[src/rtl/mem_arbiter_pkg.sv]
// Shared definitions for the two-requester RAM arbiter: FSM encoding, latch
// layout and counter widths.
package mem_arbiter_pkg;

  localparam int ADDR_W  = 8;
  localparam int DATA_W  = 8;
  localparam int WD_W    = 8;
  localparam int DRAIN_W = 3;

  typedef enum logic [1:0] {
    ST_DRAIN = 2'd0,
    ST_IDLE  = 2'd1,
    ST_BUSY  = 2'd2,
    ST_TURN  = 2'd3
  } arb_state_e;

  typedef struct packed {
    logic [ADDR_W-1:0] addr;
    logic              read;
    logic              write;
    logic [DATA_W-1:0] wdata;
  } req_latch_t;

  // Drain length covers the longest ready pulse a RAM could still owe us.
  function automatic logic [DRAIN_W-1:0] drain_load(input int wait_states);
    return DRAIN_W'(wait_states + 1);
  endfunction

endpackage

[src/rtl/mem_arbiter_arb_rr2.sv]
// Two-way round-robin picker: a lone requester wins, a tie goes to the
// pointer owner. The pointer itself is owned by the caller.
module arb_rr2 (
  input  logic [1:0] req_i,
  input  logic       ptr_i,
  output logic       gnt_o
);

  always_comb begin
    gnt_o = 1'b0;
    case (req_i)
      2'b01:   gnt_o = 1'b0;
      2'b10:   gnt_o = 1'b1;
      2'b11:   gnt_o = ptr_i;
      default: gnt_o = 1'b0;
    endcase
  end

endmodule

[src/rtl/mem_arbiter.sv]
// Round-robin arbiter placing two req/ready masters in front of one
// wait-state RAM, with a turnaround cycle, an access watchdog and a drain window.
module mem_arbiter
  import mem_arbiter_pkg::*;
#(
  parameter int WAIT_STATES = 0,
  parameter int TIMEOUT     = 16
) (
  input  logic              clk,
  input  logic              reset,
  input  logic [ADDR_W-1:0] m0_addr,
  input  logic              m0_read,
  input  logic              m0_write,
  input  logic [DATA_W-1:0] m0_writedata,
  output logic              m0_ready,
  output logic [DATA_W-1:0] m0_readdata,
  output logic              m0_err,
  input  logic [ADDR_W-1:0] m1_addr,
  input  logic              m1_read,
  input  logic              m1_write,
  input  logic [DATA_W-1:0] m1_writedata,
  output logic              m1_ready,
  output logic [DATA_W-1:0] m1_readdata,
  output logic              m1_err,
  output logic [ADDR_W-1:0] s_addr,
  output logic              s_read,
  output logic              s_write,
  output logic [DATA_W-1:0] s_writedata,
  input  logic              s_ready,
  input  logic [DATA_W-1:0] s_readdata,
  output arb_state_e        dbg_state_o
);

  // Handshake: a master holds read/write (with addr/data) until it sees its
  // own one-cycle ready or err pulse; the RAM answers a held s_read/s_write
  // with a one-cycle s_ready, and s_readdata is only meaningful alongside it.

  localparam logic [DRAIN_W-1:0] DRAIN_LOAD = drain_load(WAIT_STATES);
  localparam logic [WD_W-1:0]    WD_LAST    = WD_W'(TIMEOUT - 1);

  arb_state_e        state_q, state_d;
  logic              ptr_q, ptr_d;
  logic              gnt_q, gnt_d;
  req_latch_t        lat_q, lat_d;
  logic [WD_W-1:0]   wd_q, wd_d;
  logic [DRAIN_W-1:0] drain_q, drain_d;

  logic [1:0]        req_vec;
  logic              pick;
  logic              in_busy;
  logic              done;
  logic              abort;
  logic              fwd_ready;
  logic              fwd_err;
  req_latch_t        req0, req1;

  assign req_vec = {m1_read | m1_write, m0_read | m0_write};

  always_comb begin
    req0 = '{addr: m0_addr, read: m0_read, write: m0_write, wdata: m0_writedata};
    req1 = '{addr: m1_addr, read: m1_read, write: m1_write, wdata: m1_writedata};
  end

  arb_rr2 u_rr (
    .req_i (req_vec),
    .ptr_i (ptr_q),
    .gnt_o (pick)
  );

  assign in_busy = (state_q == ST_BUSY);
  assign done    = in_busy && s_ready;
  // A ready arriving in the last allowed cycle still wins over the abort.
  assign abort   = in_busy && !s_ready && (wd_q == WD_LAST);

  always_ff @(posedge clk) begin
    if (reset) begin
      state_q <= ST_DRAIN;
    end else begin
      state_q <= state_d;
    end
  end

  always_comb begin
    state_d = state_q;
    case (state_q)
      ST_DRAIN: if (drain_q <= DRAIN_W'(1)) state_d = ST_IDLE;
      ST_IDLE:  if (|req_vec) state_d = ST_BUSY;
      ST_BUSY: begin
        if (done) begin
          state_d = ST_TURN;
        end else if (abort) begin
          state_d = ST_DRAIN;
        end
      end
      ST_TURN:  state_d = ST_IDLE;
      default:  state_d = ST_DRAIN;
    endcase
  end

  always_ff @(posedge clk) begin
    if (reset) begin
      ptr_q   <= 1'b0;
      gnt_q   <= 1'b0;
      lat_q   <= '0;
      wd_q    <= '0;
      drain_q <= DRAIN_LOAD;
    end else begin
      ptr_q   <= ptr_d;
      gnt_q   <= gnt_d;
      lat_q   <= lat_d;
      wd_q    <= wd_d;
      drain_q <= drain_d;
    end
  end

  always_comb begin
    ptr_d   = ptr_q;
    gnt_d   = gnt_q;
    lat_d   = lat_q;
    wd_d    = wd_q;
    drain_d = drain_q;
    case (state_q)
      ST_DRAIN: begin
        if (drain_q != '0) drain_d = drain_q - 1'b1;
      end
      ST_IDLE: begin
        if (|req_vec) begin
          gnt_d = pick;
          lat_d = pick ? req1 : req0;
          wd_d  = '0;
        end
      end
      ST_BUSY: begin
        wd_d = wd_q + 1'b1;
        if (done) begin
          ptr_d = ~gnt_q;
        end else if (abort) begin
          ptr_d   = ~gnt_q;
          drain_d = DRAIN_LOAD;
        end
      end
      default: ;
    endcase
  end

  // Pulses are suppressed while reset is asserted so a reset landing on the
  // completing cycle never leaks a ready or err to either master.
  assign fwd_ready = done && !reset;
  assign fwd_err   = abort && !reset;

  always_comb begin
    s_addr      = '0;
    s_read      = 1'b0;
    s_write     = 1'b0;
    s_writedata = '0;
    if (in_busy) begin
      s_addr      = lat_q.addr;
      s_read      = lat_q.read;
      s_write     = lat_q.write;
      s_writedata = lat_q.wdata;
    end
    m0_ready    = fwd_ready && !gnt_q;
    m1_ready    = fwd_ready && gnt_q;
    m0_readdata = (fwd_ready && !gnt_q) ? s_readdata : '0;
    m1_readdata = (fwd_ready && gnt_q) ? s_readdata : '0;
    m0_err      = fwd_err && !gnt_q;
    m1_err      = fwd_err && gnt_q;
  end

  assign dbg_state_o = state_q;

endmodule

[config.mk]
export PLATFORM = sky130hd
export DESIGN_NAME = mem_arbiter
export DESIGN_NICKNAME = d
export VERILOG_FILES = /design/src/rtl/mem_arbiter_pkg.sv /design/src/rtl/mem_arbiter_arb_rr2.sv /design/src/rtl/mem_arbiter.sv
export SDC_FILE = /design/constraint.sdc
export NUM_CORES = 1
export LEC_CHECK = 0
export BUFFER_PORTS_ARGS = -buffer_cell sky130_fd_sc_hd__buf_2
export CAP_MARGIN = 0
export CORE_UTILIZATION = 32
export CTS_CLUSTER_DIAMETER = 30
export DETAILED_ROUTE_END_ITERATION = 10
export PLACE_DENSITY = 0.67
export SLEW_MARGIN = 10
export SYNTH_ARGS = -nofsm -noshare
export SYNTH_HDL_FRONTEND = slang
export SYNTH_SLANG_ARGS = --single-unit
[constraint.sdc]
create_clock -name clk -period 4.1 [get_ports clk]
set_input_delay 0.205 -clock clk [delete_from_list [all_inputs] [get_ports clk]]
set_output_delay 0.205 -clock clk [all_outputs]
set_load 0.02 [all_outputs]
Word-level counts from Yosys, hierarchy flattened

Cells that the tools add are included.

$add $sub $neg: 2
$lt $le $gt $ge: 1
Equality and inequality tests: 12
Muxes and demuxes: 21
Bitwise gates (word level): 3
Reductions and logical operators: 23

Operators by type and width:

| kind                  | number |
|---|---|
| $mux W8               | 5 |
| $mux W18              | 1 |
| $pmux W8 S2           | 1 |
| $logic_and A1 B1 Y1   | 9 |
| $mux W3               | 3 |
| $add A8 B1 Y8 const B | 1 |
| $eq A2 B2 Y1 const B  | 4 |
| $eq A8 B4 Y1 const B  | 1 |
| $mux W2               | 4 |
| $ne A2 B2 Y1 const B  | 4 |
| $pmux W2 S4           | 1 |
| $pmux W3 S2           | 1 |
| $reduce_and A2 Y1     | 3 |
| $reduce_bool A2 Y1    | 3 |
| $mux W1               | 4 |
| $reduce_and A4 Y1     | 1 |
| $le A3 B1 Y1 const B  | 1 |
| $logic_not A1 Y1      | 3 |
| $ne A3 B1 Y1 const B  | 1 |
| $reduce_and A3 Y1     | 1 |
| $reduce_bool A3 Y1    | 1 |
| $sub A3 B1 Y3 const B | 1 |
| $eq A2 B1 Y1 const B  | 1 |
| $logic_not A2 Y1      | 1 |
| 5 further kinds       | 6 |

Bits in registers: 33
Input port bits: 47
Output and inout port bits: 40

Longest topological paths before layout

Gate-level depths: netlist of the first run.

Word-level depth: 6
Gate-level depth with buffers: 7

Hierarchy

Synthesis of the first run repeated with hierarchy kept, for this count alone.

Cell total of the unflattened synthesis: 221
Area, all modules: 1,913.1 sq um

By module, submodules not included:

| module      | times used | cells each | area each (sq um) |
|---|---|---|---|
| mem_arbiter | 1          | 219        | 1,901.8 |
| arb_rr2     | 1          | 2          | 11.3 |

Worst setup path after synthesis of the first run

No wires, ideal clock.

Path type: register to output
Start point: register state_q[1] (netlist: dbg_state_o[1])
End point: output port m0_readdata[0]
Arrival: 1.881 ns
Data required time: 3.895 ns
Setup slack: 2.014 ns
Cell stages (with the launch flop): 5
Buffers on the path: 0
Cell sequence: dfxtp_1 ha_1 nand2_1 nor3_1 and2_1

Word-level cells in the longest chain between the ends: 5

Ends and longest elaborated chain:

| element                | RTL line           | RTL |
|---|---|---|
| from (decl)            | mem_arbiter.sv:41  | `arb_state_e state_q, state_d;` |
| from (signal assigned) | mem_arbiter.sv:79  | `state_q <= state_d;` |
| $eq A2 B2 Y1           | mem_arbiter.sv:70  | `assign in_busy = (state_q == ST_BUSY);` |
| $logic_and A1 B1 Y1    | mem_arbiter.sv:71  | `assign done = in_busy && s_ready;` |
| $logic_and A1 B1 Y1    | mem_arbiter.sv:148 | `assign fwd_ready = done && !reset;` |
| $logic_and A1 B1 Y1    | -                  |  |
| via m0_ready           | mem_arbiter.sv:15  | `output logic m0_ready,` |
| $mux W8                | mem_arbiter.sv:164 | `m0_readdata = (fwd_ready && !gnt_q) ? s_readdata : '0;` |
| to (decl)              | mem_arbiter.sv:16  | `output logic [DATA_W-1:0] m0_readdata,` |

The timed path passes the listed nets, and every way through them passes these cells.

Worst setup path in the final report of the first run

Start point: register state_q[0] (netlist: dbg_state_o[0])
End point: output port m0_readdata[1]

Word-level cells in the longest chain between the ends: 5

Ends and longest elaborated chain:

| element             | RTL line |
|---|---|
| $eq A2 B2 Y1        | mem_arbiter.sv:70 |
| $logic_and A1 B1 Y1 | mem_arbiter.sv:71 |
| $logic_and A1 B1 Y1 | mem_arbiter.sv:148 |
| $logic_and A1 B1 Y1 | mem_arbiter.sv:164 |
| $mux W8             | mem_arbiter.sv:164 |

No other way between the ends.

==> metrics.txt, run 1 <==
first-pass GRT wire length=7150 microns; multi-input logic area=1240 sq um; clock sink total=33; Slew HR=0.230; register bit total from synthesis=33; Peak VDD IR=184 uV; Fin. Hold Viols=0; CP cell instances=inv_1 -> ha_1 -> nand2_1 -> nor3_1 -> and2_1 -> buf_2; Worst Setup End Kind=primary output; synthesized instance count=230; r2r worst-path depth=6; Critical Path Start Type=flop; RSZ-0062 raised after global routing=false; fillers=612; Setup TNS=0 ns; Vias=1897; fin. max-slew vios=0; dpl ws=1.71 ns; Top FF cell, synth=dfxtp_1; P_int=731 uW; Mapped Area=2020 sq um; drt first pass iters=4; largest net degree at the start of global routing=37; Fmax=377 MHz; GP Congestion=0.827; Hold Crit Endpoint=lat_q[11]$_SDFFE_PP0P_; outcome=finished clean; Reg area=661 sq um; syn nets=284; max incr delay on CP=0.61 ns; final worst setup slack=1.45 ns; top cells by area, synth=dfxtp_1 33%, and2_1 11%, mux2i_1 8.4%; R2R Setup Slk=1.83 ns; final period utilization=0.647; Clock Power Share=0.193; Antenna Violating Nets Remaining=0; Worst Path Required=3.89 ns; worst r2r dst=wd_q[4]$_SDFFE_PP0P_; hold depth=3; Core ar.=5990 sq um; WHS=0.274 ns; clk slew on worst S/H paths=0.07 ns; Psw=463 uW; CTS Hold Bufs=0; Final Util=0.428; register area share after synthesis=0.328; Yosys cell types=48; CTS tree=built; vias in the first global route=1702; worst-margin pin slew=1.16 ns; Via density=4.90; Avg WL per Cell=11.5 microns; H-tree Lvls=2; Clock Skew=0.00594 ns; die footprint=6620 sq um; WP data arrival=2.45 ns; min-delay src=m1_addr[1]; initial drt markers=81; maxcap violations=0; fin crit period=2.65 ns; endpoints failing setup=0; Area Overhead vs Synth=27.0%; P_leak=0.00123 uW; std cell rows=28; Post-CTS Setup Bufs=0; FFs w/ async S/R, synth=0; GR Util All Layers=0.139; mean post-synth cell area=8.77 sq um; initial antenna violation count=0; crit-path max FO=24; post-CTS sizing=0; Nets=365; Synth top area share=0.328; Comb pwr share=0.423; critical path's slowest cell=ha_1; Max Root-Sink Buffers=2; # port buffers=86; post-route total power=1190 uW; worst min-delay path class=in2reg; area leader, netlist=dfxtp_1; Die Wd=81.4 microns; Reg power frac=0.384; Post-Route WL=4460 microns; DR DRC count=0; Starting Density=0.337; number of antenna diodes=0; Reg2Reg Launch Point=dbg_state_o[1]$_SDFFE_PP0P_; Clock Tree Root=clkbuf_8; worst skew pair latency=0.28 ns; die height=81.4 microns; switching share of power=0.388; Top delay family on crit path=simple AND/OR/NAND/NOR gates; total gr overflow=0; EDFF count, synth=0; share of layout cells above drive strength 1=0.346; Critical Setup Path Class=reg2out; Ys Warns=0; Post-DP HPWL=3340 microns; CTS buffer count=5; pwr/cell area=466 nW/um^2; I/O pin total=87; Critical path buffers and inverters=2
flip-flops by register name, indices dropped and copies added (netlist names):
name,cells
drain_q,3
lat_q,18
ptr_q,1
dbg_state_o,2
wd_q,8
gnt_q,1
cells in the final DEF, fill, tap and decap left out, types with 2 or more instances in the layout:
| cell type | Yosys | final |
|---|---|---|
| buf_2 | 1 | 86 |
| clkbuf_8 | 0 | 5 |
| nand3_1 | 5 | 5 |
| xnor2_1 | 5 | 5 |
| clkinv_2 | 0 | 2 |
| nand2b_1 | 2 | 2 |
| ha_1 | 7 | 7 |
| nand3b_1 | 3 | 3 |
| a211oi_2 | 6 | 6 |
| a21oi_1 | 5 | 5 |
| a211oi_1 | 17 | 17 |
| nand2_1 | 3 | 3 |
| mux2i_1 | 17 | 17 |
| nor2b_1 | 2 | 2 |
| nor2_1 | 32 | 32 |
| a211o_1 | 3 | 3 |
| o21a_1 | 2 | 2 |
| dfxtp_1 | 33 | 33 |
| and2_1 | 34 | 34 |
| nor3_1 | 3 | 3 |
| o22ai_1 | 3 | 2 |
| inv_1 | 12 | 12 |
power groups by stage:
| stage | logic, uW | registers, uW | clock network [uW] |
|---|---|---|---|
| floorplan | 416 | 463 | 0 |
| finish | 505 | 459 | 230 |
| global route | 572 | 474 | 257 |
| CTS | 511 | 460 | 242 |
| detailed placement | 508 | 467 | 0 |
| global placement | 498 | 462 | 0 |
worst max-delay path by stage:
stage | start | end | slack (ns) | depth (start not counted)
5_1_grt | dbg_state_o[0]$_SDFFE_PP0P_ | m0_readdata[7] | 1.17 | 6
3_3_place_gp | dbg_state_o[0]$_SDFFE_PP0P_ | m0_readdata[1] | 1.79 | 6
6_report | dbg_state_o[0]$_SDFFE_PP0P_ | m0_readdata[1] | 1.45 | 6
4_1_cts | dbg_state_o[0]$_SDFFE_PP0P_ | m0_readdata[1] | 1.38 | 6
2_1_floorplan | dbg_state_o[1]$_SDFFE_PP0P_ | m0_readdata[0] | 2.01 | 4
3_5_place_dp | dbg_state_o[0]$_SDFFE_PP0P_ | m0_readdata[1] | 1.71 | 6
stage by stage:
step | cell area, sq um | std cells
2_1_floorplan | 2020 | 230
3_3_place_gp | 2470 | 379
3_5_place_dp | 2470 | 379
4_1_cts | 2560 | 387
5_1_grt | 2560 | 387
6_report | 2560 | 387
tightest hold or removal path, stage by stage:
cell and delay, ns:
buf_2 0.09, mux2i_1 0.13, a211oi_1 0.08
area by class of cell:
| class | instances | share of cell area |
|---|---|---|
| Clock inverter | 3 | 0.00684 |
| Sequential cell | 33 | 0.258 |
| Inverter | 12 | 0.0176 |
| Clock buffer | 5 | 0.0269 |
| Timing Repair Buffer | 86 | 0.168 |
| Multi-Input combinational cell | 173 | 0.486 |
| Tap cell | 75 | 0.0366 |
cell families (layout without fill, tap and decap cells):
family                     count (synthesis)  count (layout)  share of synthesized area
buffers and inverters                     24             106                     0.0583
and+or+nand+nor                           95              95                      0.267
xor gates and xnor gates                   5               5                     0.0217
DFF                                       33              33                      0.328
AOI/OAI and AO/OA                         49              49                      0.198
muxes                                     17              17                     0.0844
adders and majority gates                  7               7                     0.0434
metal layers:
layer	part of all wire	GRT usage	vias to the layer above
met5	0	0	-
met2	0.50	0.254	79
li1	-	-	973
met4	0.0092	0.0500	0
met3	0.075	0.0337	2
met1	0.42	0.154	843
synthesized netlist by cell type, types with 2 or more instances:
cell	instances
a211oi_2	6
nand3b_1	3
ha_1	7
o22ai_1	3
nand3_1	5
nand2_1	3
inv_1	12
mux2i_1	17
nor3_1	3
a211oi_1	17
nand2b_1	2
buf_6	3
a21oi_1	5
o21a_1	2
and2_1	34
clkbuf_1	6
dfxtp_1	33
nor2b_1	2
a211o_1	3
xnor2_1	5
nor2_1	32
(Power assumes the default switching activity.)
==> inputs of run 2 (changes only) <==
- clock period: 4.1 -> 2.7 ns (I/O delays scaled with it)
==> metrics.txt, run 2 (synthesis gave the netlist of run 1 again) <==
outcome=finished clean; DR DRC count=0; Setup TNS=0 ns; Slew HR=0.538; Reg power frac=0.381; Final Util=0.433; Fmax=427 MHz; WHS=0.193 ns; number of antenna diodes=0; total gr overflow=0; Fin. Hold Viols=0; RSZ-0062 raised after global routing=false; Worst Setup End Kind=primary output; P_leak=0.00125 uW; fin. max-slew vios=0; crit-path max FO=11; Critical Setup Path Class=reg2out; Via density=4.82; Starting Density=0.337; Top reg by flops=lat_q; clock sink total=33; Comb pwr share=0.423; dpl cells=383; initial drt markers=79; most frequent cells in the layout=86 x buf_2, 34 x and2_1, 33 x dfxtp_1, 32 x nor2_1; worst-margin pin slew=0.687 ns; Psw=717 uW; Post-CTS Setup Bufs=0; CTS Hold Bufs=0; Peak VDD IR=306 uV; share of layout cells above drive strength 1=0.354; std cell rows=28; Antenna Violating Nets Remaining=0; worst min-delay path class=in2reg; Worst Path Required=2.57 ns; Area Overhead vs Synth=28.5%; I/O pin total=87; Core ar.=5990 sq um; GP Congestion=0.805; die height=81.4 microns; pwr/cell area=709 nW/um^2; worst skew pair latency=0.28 ns; CTS buffer count=5; Clock Tree Root=clkbuf_8; clk slew on worst S/H paths=0.07 ns; H-tree Lvls=2; GR Util All Layers=0.136; final non-filler cell total=391; Top Registers=lat_q (18), wd_q (8), drain_q (3); post-CTS sizing=0; Clock Skew=0.00599 ns; Vias=1884; die footprint=6620 sq um; fin crit period=2.34 ns; Post-DP HPWL=3530 microns; P_int=1120 uW; final period utilization=0.868; largest net degree at the start of global routing=34; WP data arrival=2.21 ns; Max Root-Sink Buffers=2; drt first pass iters=4; Clock Power Share=0.196; commonest non-fill, non-tap cell in the layout=buf_2; # port buffers=86; maxcap violations=0; Avg WL per Cell=11.7 microns; first-pass GRT wire length=7030 microns; switching share of power=0.390; vias in the first global route=1678; initial antenna violation count=0; Post-Route WL=4590 microns; endpoints failing setup=0; Critical Path Start Type=flop; Nets=369; max reg flops=18; CTS tree=built; Die Wd=81.4 microns; post-route total power=1840 uW
-- run 2: cell types whose count changed in the layout (fill, tap and decap cells not counted) --
cell / change
buf_4: +4
-- run 2: worst max-delay path: stages (launching register included) --
cell	delay, ns
dfxtp_1	0.34
inv_1	0.08
ha_1	0.37
nand2_1	0.19
nor3_1	0.56
and2_1	0.22
buf_2	0.16
-- run 2: power by group through the flow --
stage          registers (uW)  logic (uW)  clock network [uW]
3_5_place_dp              712         782                   0
3_3_place_gp              707         761                   0
2_1_floorplan             703         632                   0
6_report                  700         778                 360
4_1_cts                   701         785                 370
5_1_grt                   721         871                 391
-- run 2: through the flow --
| stage | cell area [sq um] | worst slack (ns) |
|---|---|---|
| detailed placement | 2500 | 0.618 |
| global route | 2590 | 0.112 |
| finish | 2590 | 0.356 |
| global placement | 2500 | 0.707 |
| floorplan | 2020 | 0.684 |
| CTS | 2590 | 0.306 |
-- run 2: final timing paths --
check	start	end	slack [ns]	depth (start not counted)
setup / recovery	dbg_state_o[0]$_SDFFE_PP0P_	m0_readdata[5]	0.36	6
hold / removal	m1_addr[1]	lat_q[11]$_SDFFE_PP0P_	0.19	3
setup reg to reg	dbg_state_o[1]$_SDFFE_PP0P_	lat_q[11]$_SDFFE_PP0P_	0.58	7
hold reg to reg	lat_q[4]$_SDFFE_PP0P_	lat_q[4]$_SDFFE_PP0P_	0.50	2
-- run 2: area by class of cell --
class	instances	area (sq um)
fill	608	3400
multi-input combinational	173	1240
sequential	33	661
timing repair buffer	90	460
tap	75	93.8
clock buffer	5	68.8
inverter	12	45.0
clock inverter	3	17.5
-- run 2: routing by layer --
metal  routed length, microns  vias up  track usage
li1                         -      977            -
met1                     1980      838        0.148
met2                     2300       65        0.259
met3                      259        4       0.0236
met4                       48        0       0.0482
met5                        0        -            0
